## config.mk

```make
export PLATFORM = sky130hd
export DESIGN_NAME = instr_encoder
export DESIGN_NICKNAME = d
export VERILOG_FILES = /design/src/rtl/instr_encoder.sv
export SDC_FILE = /design/constraint.sdc
export NUM_CORES = 1
export LEC_CHECK = 0
export CAP_MARGIN = 20
export CORE_AREA = 10 10 75 77
export DETAILED_ROUTE_END_ITERATION = 7
export DIE_AREA = 0 0 85 87
export DONT_BUFFER_PORTS = 1
export HOLD_SLACK_MARGIN = 0.15
export PLACE_DENSITY = 0.76
export SYNTH_ARGS = -nofsm -noshare
export SYNTH_HDL_FRONTEND = slang
export SYNTH_SLANG_ARGS = --single-unit
```

## constraint.sdc

```tcl
create_clock -name clk -period 2.1 [get_ports clk]
set_input_delay 0 -clock clk [delete_from_list [all_inputs] [get_ports clk]]
set_output_delay 0 -clock clk [all_outputs]
set_load 0.03 [all_outputs]
```

## src/rtl/instr_encoder.sv

```systemverilog
// ---------------------------------------------------------------------------
// instr_encoder
//   Boot/test program loader for the single-cycle core. It takes field-level
//   requests for lw, sw, R-type and beq, encodes each one as an RV32I word and
//   writes it into instruction memory through a registered one-cycle write
//   stage. A write pointer increments automatically, and a session FSM
//   (IDLE, LOAD, FLUSH, DONE) controls the whole sequence.
//
// Parameters
//   ADDR_W     word-address width of the instruction memory (2**ADDR_W words)
//   BASE_ADDR  word address of the first write; addresses wrap mod 2**ADDR_W
//
// Optional feature
//   ENC_CHECKSUM_EN  when defined, checksum is the running XOR of the words
//                    written this session. When undefined, checksum is 0.
//
// Ports
//   clk, rst      clock (rising edge), asynchronous active-low reset
//   start         starts a session; sampled only in IDLE or DONE
//   in_valid/in_ready   request handshake; in_ready is combinational
//   in_class      00 R-type, 01 lw, 10 sw, 11 beq
//   in_funct      R-type op: 000 add, 001 sub, 010 slt, 011 and, 100 or
//   in_rd/in_rs1/in_rs2 register fields
//   in_imm        lw/sw imm[11:0]; beq byte offset[12:1]
//   in_last       final request of the session
//   mem_we/mem_addr/mem_wdata   registered instruction-memory write port
//   busy, done    FSM in LOAD/FLUSH, FSM in DONE
//   err           sticky: illegal funct or overflow in this session
//   count         words written this session
//   checksum      see ENC_CHECKSUM_EN
// ---------------------------------------------------------------------------
module instr_encoder #(
    parameter int unsigned ADDR_W    = 6,
    parameter int unsigned BASE_ADDR = 0
) (
    input  logic              clk,
    input  logic              rst,
    input  logic              start,
    input  logic              in_valid,
    output logic              in_ready,
    input  logic [1:0]        in_class,
    input  logic [2:0]        in_funct,
    input  logic [4:0]        in_rd,
    input  logic [4:0]        in_rs1,
    input  logic [4:0]        in_rs2,
    input  logic [11:0]       in_imm,
    input  logic              in_last,
    output logic              mem_we,
    output logic [ADDR_W-1:0] mem_addr,
    output logic [31:0]       mem_wdata,
    output logic              busy,
    output logic              done,
    output logic              err,
    output logic [ADDR_W:0]   count,
    output logic [31:0]       checksum
);

    localparam int unsigned PTR_W = ADDR_W + 1;

    localparam logic [1:0] CLS_R  = 2'b00;
    localparam logic [1:0] CLS_LW = 2'b01;
    localparam logic [1:0] CLS_SW = 2'b10;
    localparam logic [1:0] CLS_BQ = 2'b11;

    localparam logic [6:0] OP_R  = 7'b0110011;
    localparam logic [6:0] OP_LW = 7'b0000011;
    localparam logic [6:0] OP_SW = 7'b0100011;
    localparam logic [6:0] OP_BQ = 7'b1100011;

    typedef enum logic [1:0] {
        S_IDLE  = 2'd0,
        S_LOAD  = 2'd1,
        S_FLUSH = 2'd2,
        S_DONE  = 2'd3
    } state_t;

    state_t             state;
    state_t             next_state;
    logic [PTR_W-1:0]   ptr;
    logic               session_clr;
    logic               err_set;
    logic               accept;
    logic               legal;
    logic               write_c;
    logic [6:0]         f7;
    logic [2:0]         f3;
    logic [31:0]        word;

    // The extra MSB of ptr marks a full memory and blocks further requests.
    assign in_ready = (state == S_LOAD) & ~ptr[ADDR_W];
    assign accept   = in_valid & in_ready;
    assign legal    = (in_class != CLS_R) | (in_funct <= 3'd4);
    assign write_c  = accept & legal;
    assign count    = ptr;

    // R-type funct7/funct3 for the supported ALU operations
    always_comb begin
        f7 = 7'b0000000;
        f3 = 3'b000;
        case (in_funct)
            3'b000:  f3 = 3'b000;
            3'b001:  begin f3 = 3'b000; f7 = 7'b0100000; end
            3'b010:  f3 = 3'b010;
            3'b011:  f3 = 3'b111;
            3'b100:  f3 = 3'b110;
            default: f3 = 3'b000;
        endcase
    end

    // Instruction word assembly
    always_comb begin
        word = 32'h0;
        case (in_class)
            CLS_R:   word = {f7, in_rs2, in_rs1, f3, in_rd, OP_R};
            CLS_LW:  word = {in_imm, in_rs1, 3'b010, in_rd, OP_LW};
            CLS_SW:  word = {in_imm[11:5], in_rs2, in_rs1, 3'b010,
                             in_imm[4:0], OP_SW};
            // in_imm holds offset[12:1], so offset bit k lives in in_imm[k-1].
            CLS_BQ:  word = {in_imm[11], in_imm[9:4], in_rs2, in_rs1, 3'b000,
                             in_imm[3:0], in_imm[10], OP_BQ};
            default: word = 32'h0;
        endcase
    end

    // Session FSM: next state, session clear and error set
    always_comb begin
        next_state  = state;
        session_clr = 1'b0;
        err_set     = 1'b0;
        case (state)
            S_IDLE, S_DONE: begin
                if (start) begin
                    next_state  = S_LOAD;
                    session_clr = 1'b1;
                end
            end
            S_LOAD: begin
                if (accept & ~legal) begin
                    err_set = 1'b1;
                end
                if (accept & in_last) begin
                    next_state = S_FLUSH;
                end else if (ptr[ADDR_W]) begin
                    // The memory filled before the last request arrived.
                    next_state = S_FLUSH;
                    err_set    = 1'b1;
                end
            end
            S_FLUSH: next_state = S_DONE;
            default: next_state = S_IDLE;
        endcase
    end

    // State register and status flags
    always_ff @(posedge clk or negedge rst) begin
        if (!rst) begin
            state <= S_IDLE;
            busy  <= 1'b0;
            done  <= 1'b0;
        end else begin
            state <= next_state;
            busy  <= (next_state == S_LOAD) | (next_state == S_FLUSH);
            done  <= (next_state == S_DONE);
        end
    end

    // Write pointer and sticky error
    always_ff @(posedge clk or negedge rst) begin
        if (!rst) begin
            ptr <= '0;
            err <= 1'b0;
        end else if (session_clr) begin
            ptr <= '0;
            err <= 1'b0;
        end else begin
            if (write_c) begin
                ptr <= ptr + PTR_W'(1);
            end
            if (err_set) begin
                err <= 1'b1;
            end
        end
    end

    // One-cycle write stage toward instruction memory
    always_ff @(posedge clk or negedge rst) begin
        if (!rst) begin
            mem_we    <= 1'b0;
            mem_addr  <= '0;
            mem_wdata <= 32'h0;
        end else begin
            mem_we <= write_c;
            if (write_c) begin
                mem_addr  <= ADDR_W'(BASE_ADDR) + ptr[ADDR_W-1:0];
                mem_wdata <= word;
            end
        end
    end

`ifdef ENC_CHECKSUM_EN
    logic [31:0] chk_acc;

    // Running XOR, advanced together with the write stage so that it already
    // includes the word during its mem_we cycle
    always_ff @(posedge clk or negedge rst) begin
        if (!rst) begin
            chk_acc <= 32'h0;
        end else if (session_clr) begin
            chk_acc <= 32'h0;
        end else if (write_c) begin
            chk_acc <= chk_acc ^ word;
        end
    end

    assign checksum = chk_acc;
`else
    assign checksum = 32'h0;
`endif

endmodule

```

==> reports/metrics.yaml <==
rsz0062_at_grt: "false"
die_h_um: 87
slew_headroom: 0.610
crit_path_start_kind: "primary input"
clock-root-buffer: "clkbuf_8"
grt_pass1_vias: 2074
status: "finished, final reports clean"
pin_count: 119
rr_endpoint: "mem_wdata[23]"
final-setup-viol-count: 0
p_sw_frac: 0.468
grt_max_degree: 49
critPathKind: "in -> reg"
rrSetupSlack_ns: 0.17
cp.arrival_ns: 2.18
cp_slowest_cell: "dlygate4sd3_1"
post_cts_buffers: 0
peakVddDrop_mv: 0.798
path_max_fanout: 4
path_cells: "dlygate4sd3_1 -> nor3b_1 -> dlygate4sd3_1 -> o22ai_1 -> dlygate4sd3_1 -> o21ai_1"
crit_path_frequent_cell: "dlygate4sd3_1"
tightest_slew_ns: 0.585
p_leak_nw: 1.47
drt-initial-drc-count: 124
yosysSeqAreaShare: 0.477
detail_route.wirelength_um: 6680
antenna_left: 0
die_area_um2: 7400
synthCells: 266
initial_utilization: 0.595
grt_usage: 0.181
portBuffers: 0
hpwl_um: 4740
rows: 24
finalNetCount: 359
path_clk_slew_ns: 0.08
tns_ns: 0
antenna_found_initial: 0
dr.pass1.iters: 6
grt_overflow: 0
synth_common_cells: "61 x nand2_1, 48 x dfrtp_1, 36 x buf_4"
netSwitchingPower_mw: 1.78
yosys.area.top_type: "dfrtp_1"
final_util: 0.711
finClkSkew_ns: 0.00612
ys.flop_type: "dfrtp_1"
netlist_area_um2: 2520
cts_buffer_depth: 2
drv_cap: 0
antennaDiodeCount: 0
finalWeightedCongestion: 0.831
p_seq_frac: 0.536
crit_start: "in_funct[1]"
post_drt_wl_per_cell_um: 18.3
synth.avg_cell_area_um2: 9.47
required_ns: 2.33
post-route-min-period_ns: 1.95
worstReg2RegStart: "state[1]"
area_growth_pct: 19.5
hold_path.class: "in -> async"
fmax_ghz: 0.512
period_share: 0.929
insertion_delay_ns: 0.30
p_clk_frac: 0.171
synth_edf_count: 0
powerDensity_nw_per_um2: 1260
synth_most_common_cell: "nand2_1"
yosys-top-cells-area: "dfrtp_1 48%, buf_4 11%, nand2_1 9.1%, ha_1 5.0%, o21ai_0 2.8%"
critPathMaxStageDelay_ns: 0.60
synth_warnings: 0
drc_errors: 0
hold_viol_final: 0
viasPerCell: 5.31
cts_tree: "built"
p_int_mw: 2.02
yosysTopAreaCellShare: 0.477
cts-htree-levels: 2
cp-end-kind: "flip-flop"
yosysUniqueCellTypes: 37
die_w_um: 85
ys_ff_latch: 48
synthArstFlopShare: 1.00
power_frac_comb: 0.293
drive_above_1_share: 0.0735
slew_viol_final: 0
vias: 1938
grt_pass1_wl_um: 11000
cts_buffers: 5
worstRegToRegCells: 7
cts_sinks: 48
coreArea_um2: 4230
[routing by layer]
metal / wire, µm / up-vias / track usage
li1: - / 923 / -
met1: 2430 / 908 / 0.189
met2: 3320 / 100 / 0.313
met3: 871 / 7 / 0.0936
met4: 54 / 0 / 0.0464
met5: 0 / - / 0
[power groups by stage]
stage	Clock, mW	Sequential (mW)	Combinational, mW
3_3_place_gp	0	2.06	0.919
6_report	0.649	2.04	1.11
3_5_place_dp	0	2.07	0.954
2_1_floorplan	0	2.02	0.795
4_1_cts	0.673	2.05	1.09
5_1_grt	0.696	2.08	1.27
[how the worst max path moves through the flow]
| stage | slack (ns) | to | cells past startpoint |
|---|---|---|---|
| 2_1_floorplan | 0.32 | busy | 6 |
| 3_3_place_gp | 0.36 | count[0] | 7 |
| 3_5_place_dp | 0.26 | mem_wdata[24] | 7 |
| 4_1_cts | 0.11 | mem_wdata[13] | 6 |
| 5_1_grt | 0.02 | mem_wdata[24] | 7 |
| 6_report | 0.15 | mem_wdata[13] | 6 |
[worst max-delay path, delay by kind of cell]
family	cells	cell delay [ns]
AO/OA/AOI/OAI	2	0.20
AND/OR/NAND/NOR	1	0.20
buffers and inverters	3	1.76
[final cells by class]
class	count	area, µm²
Timing Repair Buffer	53	528
Multi-Input combinational cell	196	1070
Clock inverter	3	42.5
Clock buffer	5	68.8
Fill cell	298	1220
Tap cell	52	65.1
Inverter	8	31.3
Sequential cell	48	1200
[repair_timing]
item                       in CTS  in global routing
setup endpoints to repair       0                  2
hold endpoints to repair       87                  0
gates resized for setup         0                  2
hold buffers                   45                  0
[logic make-up (layout without fill, tap and decap cells)]
| group | after synthesis | after routing | synth area share |
|---|---|---|---|
| AND/OR/NAND/NOR | 98 | 98 | 0.166 |
| buffers and inverters | 55 | 69 | 0.146 |
| AO/OA/AOI/OAI | 49 | 49 | 0.143 |
| flip-flops | 48 | 48 | 0.477 |
| adder cells (fa/ha/maj) | 10 | 10 | 0.0497 |
| XOR/XNOR | 5 | 5 | 0.0174 |
| other | 1 | 34 | 0.00149 |
[stage by stage]
stage | setup slack, ns | instances | instance area (µm²) | hold WS [ns] | power [mW]
after floorplan | 0.323 | 299 | 2640 | -0.296 | 2.81
after global placement | 0.357 | 312 | 2430 | -0.294 | 2.98
after detailed placement | 0.260 | 312 | 2430 | -0.294 | 3.02
after CTS | 0.112 | 365 | 3010 | 0.217 | 3.81
after global routing | 0.0150 | 365 | 3010 | 0.230 | 4.05
final | 0.148 | 365 | 3010 | 0.217 | 3.80
[layout by cell type, fill, tap and decap left out, drive strengths merged, types with 6 or more instances in the layout]
cell,instances
buf,9
conb,34
dfrtp,48
dlygate4sd3,44
ha,10
inv,7
nand2,61
nor2,18
o21ai,14
o31ai,6
[state kept, by name (all words and copies together) (netlist names)]
register	count
busy	1
count	7
done	1
err	1
mem_addr	6
mem_wdata	29
mem_we	1
state	2
Note: power is estimated with default switching activity, not from simulation.
